<file path="src/rtl/dacq_scan_sequencer_if.sv">
// Signal bundle between the scan sequencer, the acquisition core and the CPU-side record reader.
interface dacq_scan_sequencer_if;
   logic        Start;
   logic        Abort;
   logic [7:0]  ScanMask;
   logic [1:0]  Mode;
   logic [23:0] BaseCommand;
   logic [15:0] TimeoutLimit;
   logic [2:0]  StatusBits;
   logic [31:0] ResultForCPU;
   logic [31:0] CPUCommand;
   logic        STATUS_CLEAR;
   logic        CoreEn;
   logic        FifoRdEn;
   logic [31:0] FifoRdData;
   logic [3:0]  FifoCount;
   logic        FifoEmpty;
   logic        FifoFull;
   logic        ScanBusy;
   logic        ScanDone;
   logic        Overflow;

   modport slave (
      input  Start, Abort, ScanMask, Mode, BaseCommand, TimeoutLimit, StatusBits, ResultForCPU, FifoRdEn,
      output CPUCommand, STATUS_CLEAR, CoreEn, FifoRdData, FifoCount, FifoEmpty, FifoFull,
             ScanBusy, ScanDone, Overflow
   );

   modport master (
      output Start, Abort, ScanMask, Mode, BaseCommand, TimeoutLimit, StatusBits, ResultForCPU, FifoRdEn,
      input  CPUCommand, STATUS_CLEAR, CoreEn, FifoRdData, FifoCount, FifoEmpty, FifoFull,
             ScanBusy, ScanDone, Overflow
   );
endinterface

</file>
<file path="src/rtl/dacq_scan_sequencer.sv">
// Walks the enabled sensor selects, issues one command per sensor to the acquisition core,
// and queues result or timeout records in an 8-deep show-ahead FIFO for the CPU.
module dacq_scan_sequencer (
   input  logic                  Clk,
   input  logic                  Rst,
   dacq_scan_sequencer_if.slave  bus
);
   localparam int unsigned FIFO_DEPTH = 8;
   localparam int unsigned PTR_W      = 3;
   localparam int unsigned CNT_W      = 4;
   localparam int unsigned WD_W       = 16;
   localparam int unsigned WORD_W     = 32;
   localparam int unsigned BASE_W     = 22;

   typedef enum logic [2:0] {
      S_IDLE, S_ISSUE, S_WAIT, S_CAPTURE, S_CLEAR, S_SETTLE, S_RECOVER
   } state_t;

   state_t              state_q, state_d;
   logic [1:0]          mode_q, mode_d;
   logic [BASE_W-1:0]   base_q, base_d;
   logic [7:0]          mask_q, mask_d;
   logic [2:0]          psel_q, psel_d;
   logic [WD_W-1:0]     wd_q, wd_d;
   logic                aborted_q, aborted_d;
   logic [WORD_W-1:0]   cmd_q, cmd_d;
   logic                clear_q, clear_d;
   logic                core_en_q, core_en_d;
   logic                busy_q, busy_d;
   logic                done_q, done_d;
   logic                ovf_q, ovf_set_c;
   logic [CNT_W-1:0]    count_q;
   logic [PTR_W-1:0]    wr_ptr_q, rd_ptr_q;
   logic [WORD_W-1:0]   mem_q [FIFO_DEPTH];
   logic                push_c, pop_c;
   logic [WORD_W-1:0]   push_data_c;
   logic                fifo_full_c, fifo_empty_c;
   logic                mode_ok_c, start_ok_c, abort_take_c, timeout_c;
   logic [3:0]          first_sel_c, next_sel_c;
   logic                unused_bits;

   // Lowest enabled select strictly above cur; bit 3 of the result flags "found".
   function automatic logic [3:0] find_sel(input logic [7:0] mask, input logic [2:0] cur);
      logic [3:0] sel;
      sel = 4'b0000;
      for (int i = 7; i >= 1; i--) begin
         if (mask[3'(i)] && (3'(i) > cur)) sel = {1'b1, 3'(i)};
      end
      return sel;
   endfunction

   assign fifo_full_c  = (count_q == CNT_W'(FIFO_DEPTH));
   assign fifo_empty_c = (count_q == '0);
   assign pop_c        = bus.FifoRdEn && !fifo_empty_c;
   assign mode_ok_c    = (bus.Mode == 2'b01) || (bus.Mode == 2'b10);
   assign start_ok_c   = bus.Start && mode_ok_c && (bus.ScanMask[7:1] != 7'd0);
   assign abort_take_c = bus.Abort && (state_q != S_IDLE) && (state_q != S_RECOVER);
   assign timeout_c    = (bus.TimeoutLimit != '0) && (wd_q == bus.TimeoutLimit);
   assign first_sel_c  = find_sel(bus.ScanMask, 3'd0);
   assign next_sel_c   = find_sel(mask_q, psel_q);
   assign unused_bits  = ^{bus.StatusBits[2:1], bus.BaseCommand[1:0], bus.ResultForCPU[12:0]};

   always_ff @(posedge Clk) begin
      if (Rst) state_q <= S_IDLE;
      else     state_q <= state_d;
   end

   always_comb begin
      state_d = state_q;
      if (abort_take_c) begin
         state_d = S_RECOVER;
      end else begin
         case (state_q)
            S_IDLE:    if (start_ok_c) state_d = S_ISSUE;
            S_ISSUE:   state_d = S_WAIT;
            S_WAIT:    if (bus.StatusBits[0]) state_d = S_CAPTURE;
                       else if (timeout_c)    state_d = S_RECOVER;
            S_CAPTURE: if (!fifo_full_c) state_d = S_CLEAR;
            S_CLEAR:   state_d = S_SETTLE;
            S_SETTLE:  state_d = next_sel_c[3] ? S_ISSUE : S_IDLE;
            S_RECOVER: state_d = (aborted_q || bus.Abort || !next_sel_c[3]) ? S_IDLE : S_ISSUE;
            default:   state_d = S_IDLE;
         endcase
      end
   end

   // Outputs are computed from the next state so the registered copies line up with state_q.
   always_comb begin
      cmd_d       = '0;
      ovf_set_c   = 1'b0;
      push_c      = 1'b0;
      push_data_c = '0;
      done_d      = 1'b0;
      mode_d      = mode_q;
      base_d      = base_q;
      mask_d      = mask_q;
      psel_d      = psel_q;
      wd_d        = wd_q;
      aborted_d   = aborted_q || abort_take_c;
      case (state_q)
         S_IDLE: begin
            aborted_d = 1'b0;
            if (start_ok_c) begin
               mode_d = bus.Mode;
               base_d = bus.BaseCommand[23:2];
               mask_d = bus.ScanMask;
               psel_d = first_sel_c[2:0];
            end else if (bus.Start && mode_ok_c) begin
               done_d = 1'b1;
            end
         end
         S_ISSUE: wd_d = '0;
         S_WAIT: begin
            if (!bus.StatusBits[0]) begin
               wd_d = (wd_q == '1) ? wd_q : wd_q + WD_W'(1);
               if (timeout_c && !abort_take_c) begin
                  if (fifo_full_c) begin
                     ovf_set_c = 1'b1;
                  end else begin
                     push_c      = 1'b1;
                     push_data_c = {16'h0000, 3'b111, psel_q, 8'h00, 2'b11};
                  end
               end
            end
         end
         S_CAPTURE: begin
            if (!fifo_full_c && !abort_take_c) begin
               push_c      = 1'b1;
               push_data_c = {bus.ResultForCPU[31:13], psel_q, 8'h00, 2'b01};
            end
         end
         S_SETTLE, S_RECOVER: begin
            if (state_d == S_ISSUE) psel_d = next_sel_c[2:0];
            done_d = (state_d == S_IDLE) && !aborted_q && !bus.Abort;
         end
         default: ;
      endcase
      if (state_d == S_ISSUE) cmd_d = {mode_d, psel_d, 3'b000, base_d, 2'b00};
      clear_d   = (state_d == S_CLEAR) || (state_d == S_RECOVER);
      core_en_d = (state_d != S_RECOVER);
      busy_d    = (state_d != S_IDLE);
   end

   always_ff @(posedge Clk) begin
      if (Rst) begin
         cmd_q     <= '0;
         clear_q   <= 1'b0;
         core_en_q <= 1'b1;
         busy_q    <= 1'b0;
         done_q    <= 1'b0;
         ovf_q     <= 1'b0;
         mode_q    <= '0;
         base_q    <= '0;
         mask_q    <= '0;
         psel_q    <= '0;
         wd_q      <= '0;
         aborted_q <= 1'b0;
         count_q   <= '0;
         wr_ptr_q  <= '0;
         rd_ptr_q  <= '0;
      end else begin
         cmd_q     <= cmd_d;
         clear_q   <= clear_d;
         core_en_q <= core_en_d;
         busy_q    <= busy_d;
         done_q    <= done_d;
         ovf_q     <= ovf_q || ovf_set_c;
         mode_q    <= mode_d;
         base_q    <= base_d;
         mask_q    <= mask_d;
         psel_q    <= psel_d;
         wd_q      <= wd_d;
         aborted_q <= aborted_d;
         if (push_c) wr_ptr_q <= wr_ptr_q + PTR_W'(1);
         if (pop_c)  rd_ptr_q <= rd_ptr_q + PTR_W'(1);
         if (push_c && !pop_c)      count_q <= count_q + CNT_W'(1);
         else if (!push_c && pop_c) count_q <= count_q - CNT_W'(1);
      end
   end

   always_ff @(posedge Clk) begin
      if (push_c) mem_q[wr_ptr_q] <= push_data_c;
   end

   assign bus.CPUCommand   = cmd_q;
   assign bus.STATUS_CLEAR = clear_q;
   assign bus.CoreEn       = core_en_q;
   assign bus.ScanBusy     = busy_q;
   assign bus.ScanDone     = done_q;
   assign bus.Overflow     = ovf_q;
   assign bus.FifoCount    = count_q;
   assign bus.FifoEmpty    = fifo_empty_c;
   assign bus.FifoFull     = fifo_full_c;
   assign bus.FifoRdData   = fifo_empty_c ? '0 : mem_q[rd_ptr_q];
endmodule

</file>
<file path="src/flat_wrapper.sv">
// flat-port wrapper written by rule: the top's interface ports become plain ports
module dacq_scan_sequencer_flat 
  (Clk, Rst, bus_Start, bus_Abort, bus_ScanMask, bus_Mode, bus_BaseCommand, bus_TimeoutLimit, bus_StatusBits, bus_ResultForCPU, bus_FifoRdEn, bus_CPUCommand, bus_STATUS_CLEAR, bus_CoreEn, bus_FifoRdData, bus_FifoCount, bus_FifoEmpty, bus_FifoFull, bus_ScanBusy, bus_ScanDone, bus_Overflow);
  dacq_scan_sequencer_if bus_i ();
  input  logic Clk;
  input  logic Rst;
  input wire logic [$bits(bus_i.Start)-1:0] bus_Start;
  input wire logic [$bits(bus_i.Abort)-1:0] bus_Abort;
  input wire logic [$bits(bus_i.ScanMask)-1:0] bus_ScanMask;
  input wire logic [$bits(bus_i.Mode)-1:0] bus_Mode;
  input wire logic [$bits(bus_i.BaseCommand)-1:0] bus_BaseCommand;
  input wire logic [$bits(bus_i.TimeoutLimit)-1:0] bus_TimeoutLimit;
  input wire logic [$bits(bus_i.StatusBits)-1:0] bus_StatusBits;
  input wire logic [$bits(bus_i.ResultForCPU)-1:0] bus_ResultForCPU;
  input wire logic [$bits(bus_i.FifoRdEn)-1:0] bus_FifoRdEn;
  output wire logic [$bits(bus_i.CPUCommand)-1:0] bus_CPUCommand;
  output wire logic [$bits(bus_i.STATUS_CLEAR)-1:0] bus_STATUS_CLEAR;
  output wire logic [$bits(bus_i.CoreEn)-1:0] bus_CoreEn;
  output wire logic [$bits(bus_i.FifoRdData)-1:0] bus_FifoRdData;
  output wire logic [$bits(bus_i.FifoCount)-1:0] bus_FifoCount;
  output wire logic [$bits(bus_i.FifoEmpty)-1:0] bus_FifoEmpty;
  output wire logic [$bits(bus_i.FifoFull)-1:0] bus_FifoFull;
  output wire logic [$bits(bus_i.ScanBusy)-1:0] bus_ScanBusy;
  output wire logic [$bits(bus_i.ScanDone)-1:0] bus_ScanDone;
  output wire logic [$bits(bus_i.Overflow)-1:0] bus_Overflow;
  assign bus_i.Start = bus_Start;
  assign bus_i.Abort = bus_Abort;
  assign bus_i.ScanMask = bus_ScanMask;
  assign bus_i.Mode = bus_Mode;
  assign bus_i.BaseCommand = bus_BaseCommand;
  assign bus_i.TimeoutLimit = bus_TimeoutLimit;
  assign bus_i.StatusBits = bus_StatusBits;
  assign bus_i.ResultForCPU = bus_ResultForCPU;
  assign bus_i.FifoRdEn = bus_FifoRdEn;
  assign bus_CPUCommand = bus_i.CPUCommand;
  assign bus_STATUS_CLEAR = bus_i.STATUS_CLEAR;
  assign bus_CoreEn = bus_i.CoreEn;
  assign bus_FifoRdData = bus_i.FifoRdData;
  assign bus_FifoCount = bus_i.FifoCount;
  assign bus_FifoEmpty = bus_i.FifoEmpty;
  assign bus_FifoFull = bus_i.FifoFull;
  assign bus_ScanBusy = bus_i.ScanBusy;
  assign bus_ScanDone = bus_i.ScanDone;
  assign bus_Overflow = bus_i.Overflow;
  dacq_scan_sequencer u_core (.Clk(Clk), .Rst(Rst), .bus(bus_i));
endmodule
</file>
<file path="config.mk">
export PLATFORM = sky130hd
export DESIGN_NAME = dacq_scan_sequencer_flat
export DESIGN_NICKNAME = d
export VERILOG_FILES = /design/src/rtl/dacq_scan_sequencer_if.sv /design/src/rtl/dacq_scan_sequencer.sv /design/src/flat_wrapper.sv
export SDC_FILE = /design/constraint.sdc
export NUM_CORES = 1
export LEC_CHECK = 0
export BUFFER_PORTS_ARGS = -buffer_cell sky130_fd_sc_hd__buf_2
export CAP_MARGIN = 20
export CORE_MARGIN = 2
export CORE_UTILIZATION = 41
export CTS_BUF_LIST = sky130_fd_sc_hd__clkbuf_16
export CTS_CLUSTER_DIAMETER = 100
export DETAILED_ROUTE_END_ITERATION = 10
export GPL_TIMING_DRIVEN = 0
export HOLD_SLACK_MARGIN = 0.12
export SYNTH_ARGS = -nofsm -noshare
export SYNTH_HDL_FRONTEND = slang
export SYNTH_SLANG_ARGS = --single-unit
</file>
<file path="constraint.sdc">
create_clock -name Clk -period 8.37 [get_ports Clk]
set_input_delay 1.674 -clock Clk [delete_from_list [all_inputs] [get_ports Clk]]
set_output_delay 1.674 -clock Clk [all_outputs]
set_load 0.02 [all_outputs]
</file>
* After elaboration in Yosys (flattened, before gate mapping)
Memory sizes are Yosys's and may differ from the RTL's. A register that Yosys moved wholly into a read port is not among the register bits. Cells that the tools add are included. Widths: inputs -> output; s select.
Word-level totals: word-level logic and storage cells 136, memory bits (writable) 256, output and inout bits 75, memories kept 1, flip-flop bits (word level) 98, input port bits 90
Cells by class: reductions and logical operators 43, eq/ne operators 18, bitwise operators 1, magnitude comparators 3, muxes and demuxes 48, add/subtract/negate cells 5
Memories:
- u_core.mem_q | words 8, width 32, read ports 1, clocked after Yosys merged registers in 1, wr ports 1, line dacq_scan_sequencer.sv:34 | logic [WORD_W-1:0] mem_q [FIFO_DEPTH];
Operators by type and width (count):
- $mux 32 | 4
- $pmux 32 s2 | 1
- $mux 16 | 3
- $mux 22 | 2
- $mux 3 | 12
- $pmux 16 s2 | 1
- $pmux 3 s7 | 1
- $mux 4 | 5
- $add 16x1->16 const B | 1
- $eq 16x16->1 | 1
- $eq 16x16->1 const B | 1
- $reduce_bool 16->1 | 1
- $eq 3x3->1 const B | 5
- $logic_and 1x1->1 | 15
- $mux 1 | 14
- $logic_not 1->1 | 8
- $reduce_bool 7->1 | 1
- $add 3x1->3 const B | 2
- $eq 3x1->1 const B | 2
- $eq 3x2->1 const B | 2
- $gt 2x3->1 const A | 2
- $logic_not 3->1 | 2
- $logic_or 1x1->1 | 6
- $ne 3x3->1 const B | 2
- other kinds (17) | 24

* Depth between registers and ports, before layout
depth after elaboration 14, mapped depth 16, mapped depth without buffers 14

* Worst setup path before layout
No wires, ideal clock.
path type input-to-reg, start point input port bus_StatusBits[0], end point memory u_core.mem_q[4][0], enable pin, path slack 2033 ps, path buffers 1, library setup time 475 ps, required time 7895 ps, data arrival time 5862 ps, cell stages on the path 7, cells stage by stage or3b_2 -> nor2_1 -> nand4_1 -> nor3_1 -> nor2_1 -> clkbuf_1 -> nor4b_1
On the way: word-level cells in the longest chain between the ends 4
Ends and longest elaborated chain:
- start, declared | line flat_wrapper.sv:13 | input wire logic [$bits(bus_i.StatusBits)-1:0] bus_StatusBits;
- $mux 1 | line dacq_scan_sequencer.sv:114 | if (!bus.StatusBits[0]) begin
- $pmux 1 s2 | line dacq_scan_sequencer.sv:100 | case (state_q)
- $mux 1 | line dacq_scan_sequencer.sv:182 | if (push_c) mem_q[wr_ptr_q] <= push_data_c;
- $mux 1 (implied by the code) | line dacq_scan_sequencer.sv:182
- end, declared | line dacq_scan_sequencer.sv:34
No other way between the ends.

* Worst setup path in the final report
start point input port bus_StatusBits[0], end point register u_core.count_q[3] (netlist: u_core.bus.FifoCount[3])
On the way: word-level cells in the longest chain between the ends 5, elaborated cells between the ends (all ways) 7, classes of those cells mux: 3; reduce/logical: 4
Ends and longest elaborated chain:
- $mux 1 * | line dacq_scan_sequencer.sv:114
- $pmux 1 s2 * | line dacq_scan_sequencer.sv:100
- named net u_core.push_c | line dacq_scan_sequencer.sv:35 | logic push_c, pop_c;
- $logic_not 1->1 | line dacq_scan_sequencer.sv:177 | else if (!push_c && pop_c) count_q <= count_q - CNT_W'(1);
- $logic_and 1x1->1 | line dacq_scan_sequencer.sv:177
- $reduce_bool 2->1 (no source line)
- end signal, assigned | line dacq_scan_sequencer.sv:176 | if (push_c && !pop_c) count_q <= count_q + CNT_W'(1);
- end signal, assigned | line dacq_scan_sequencer.sv:177
- end, declared | line dacq_scan_sequencer.sv:32 | logic [CNT_W-1:0] count_q;
Mark *: on every way through the listed nets, which the timed path passes. The rest lies on a longest branch. A chain may end at the register's enable or synchronous reset.

==> qor.csv <==
metric,value,unit
Die Width,171,µm
Clk pwr share,0.343,
Yosys top cell by area,edfxtp_1,
Power Total,0.00399,W
filler instances,2349,
PortBufs,133,
Avg WL per Cell,18.3,µm
share of cells above drive strength 1,0.292,
PD cells,283,nW/µm²
CTS Buffer Depth,3,
Total Neg Setup Slack,0,ns
Combinational Power Share,0.257,
RSZ-0062 raised after global routing,false,
dominant synthesized flop cell,edfxtp_1,
clk_skew,0.0224,ns
Post-Syn Area,11500,µm²
fmax,180,MHz
vias in the first global route,6934,
max_slew headroom,0.219,
gr ovfl total,0,
CTS Buf Count,30,
ratio of routed vias to standard cells,5.04,
initial antenna violation count,2,
outcome,finished clean,
Starting Density,0.415,
CP arrival,6.03,ns
Final Hold Vio Count,0,
Placer Congestion,0.793,
min Tclk post-route,5.55,ns
CTS tree,done,
Post-DP Area,13000,µm²
largest net degree at the start of global routing,16,
synth unique cells,59,
core area,27700,µm²
row cnt,61,
Routed WL,25400,µm
sequential area share after synthesis,0.667,
share of the synthesized area in the top cell type,0.501,
DR vias,6979,
max-cap viol count,0,
crit-path max FO,10,
Worst IR Drop VDD,0.171,mV
WHS,0.461,ns
H-Tree Depth,1,
"EDFF count, synth",192,
Area Growth Syn to Fin,22.7,%
leakage power total,5.37,nW
pre-CTS setup slack,2.30,ns
Worst Max-Slew Pin Slew,1.16,ns
largest cells by area after synthesis,"edfxtp_1 (50%), dfxtp_1 (17%), mux4_2 (9.4%)",
DRT Pass-1 Iters,4,
post-CTS setup buffers,0,
I/O pin cnt,165,
antenna-violating nets left,0,
WS Path Type,input pin to flip-flop,
Synthesis Warnings,0,
number of synthesized register bits,287,
"count leader, synth",edfxtp_1,
ys async rst share,0,
DP Wirelength,17700,µm
final worst slack,2.82,ns
synth cell count leaders,"edfxtp_1 (192), dfxtp_1 (95), nor2_1 (82)",
CP required,8.85,ns
P_sw,0.00120,W
Mean Syn Cell Area,14.8,µm²
Final Net Count,1081,
R2R setup slack,3.56,ns
TritonCTS sink count,287,
Die Y,171,µm
first-pass GRT wire length,39400,µm
drt drc,0,
Setup-failing EPs final,0,
synthesized instance count,776,
final instance area,14100,µm²
type of the worst min-delay path,flip-flop to flip-flop,
root buffer cell,clkbuf_16,
Total GRT Usage,0.175,
DRT iter0 DRCs,451,
Max Slew Vio Count,0,
final worst path period share,0.663,
Internal,0.00279,W
worst skew pair latency,0.56,ns
Seq pwr share,0.400,
post-CTS sizing,0,
Net Sw Frac,0.300,
CP Capture Type,flip-flop,
"Clk pin slew, worst setup/hold paths",0.06,ns
crit start category,input pin,
CTS Hold Bufs,0,
die area,29400,µm²
worst max-delay path, stage by stage:
cell and delay, ns:
buf_2 0.11, or3b_2 0.49, nor2_1 0.20, nand4_1 0.16, nor3_1 0.92, nor2_1 0.36
clkbuf_1 0.37, inv_1 0.29, ha_1 0.23, inv_1 0.09, ha_1 0.27, a21o_1 0.17
a21oi_1 0.16, xnor2_1 0.09, or3_1 0.30, a21oi_1 0.14
registers in the layout, indices dropped and copies added (netlist names), 2 cells and up, named ones only:
signal / count
u_core.mem_q: 192
u_core.mask_q: 3
u_core.wd_q: 16
u_core.state_q: 3
u_core.rd_ptr_q: 3
u_core.wr_ptr_q: 3
u_core.psel_q: 3
u_core.mode_q: 2
u_core.bus.FifoCount: 4
u_core.bus.CPUCommand: 27
u_core.base_q: 22
path summary, 6_finish.rpt:
kind,from,end,depth (start not counted)
min reg2reg,u_core.mask_q[1],u_core.mask_q[1],2
max,bus_StatusBits[0],u_core.bus.FifoCount[3],16
max reg2reg,u_core.state_q[1],u_core.bus.FifoCount[3],16
min,u_core.mask_q[1],u_core.mask_q[1],2
cell usage in the layout (no fill, tap or decap), types with 5 or more instances in the layout:
master and instances:
edfxtp_1 192, buf_2 138, dfxtp_1 95, nor2_1 82, mux2i_1 51, mux4_2 48
nor3_1 31, clkbuf_16 31, nand2_1 28, xor2_1 28, clkbuf_1 26, buf_4 26
a21oi_1 19, and2_1 17, conb_1 14, buf_6 13, inv_1 12, nor4_1 11
o21ai_0 10, nand4_1 9, buf_1 8, nor2b_1 8, xnor2_1 7, nand2b_1 6
ha_1 6, clkinv_1 6, nand3_1 5, bufinv_16 5, buf_8 5
cell families after synthesis:
| group | count (synthesis) | synth area share |
|---|---|---|
| other | 1 | 0.000326 |
| buffers and inverters | 62 | 0.0257 |
| AO/OA/AOI/OAI | 53 | 0.0299 |
| multiplexers | 100 | 0.139 |
| adder cells (fa/ha/maj) | 7 | 0.00827 |
| XOR/XNOR | 35 | 0.0267 |
| flip-flops | 287 | 0.667 |
| AND/OR/NAND/NOR | 231 | 0.103 |
per-layer routing:
metal | global-route usage | part of all wire
met2 | 0.286 | 0.46
met4 | 0.0402 | 0.016
met5 | 0 | 0.00047
met3 | 0.0428 | 0.068
met1 | 0.238 | 0.45
power by group through the flow:
stage | Clock (W) | Sequential, W | Combinational, W
detailed placement | 0 | 0.00163 | 0.00103
global placement | 0 | 0.00163 | 0.00101
floorplan | 0 | 0.00164 | 0.000686
finish | 0.00137 | 0.00160 | 0.00103
CTS | 0.00140 | 0.00160 | 0.00103
global route | 0.00146 | 0.00160 | 0.00113
final cells by class:
| class | count | area (µm²) | share of cell area |
|---|---|---|---|
| Sequential cell | 287 | 7670 | 0.543 |
| Multi-Input combinational cell | 440 | 3660 | 0.259 |
| Timing Repair Buffer | 163 | 973 | 0.0690 |
| Clock buffer | 31 | 776 | 0.0550 |
| Tap cell | 378 | 473 | 0.0335 |
| Clock inverter | 24 | 262 | 0.0185 |
| Buffer | 53 | 262 | 0.0185 |
| Inverter | 9 | 33.8 | 0.00239 |
| Antenna cell | 1 | 2.50 | 0.000177 |
stage by stage:
step | util | instances
finish | 0.509 | 1386
global route | 0.509 | 1385
CTS | 0.507 | 1381
detailed placement | 0.470 | 1326
global placement | 0.458 | 1300
floorplan | - | 789
Note: power is estimated with default switching activity, not from simulation.
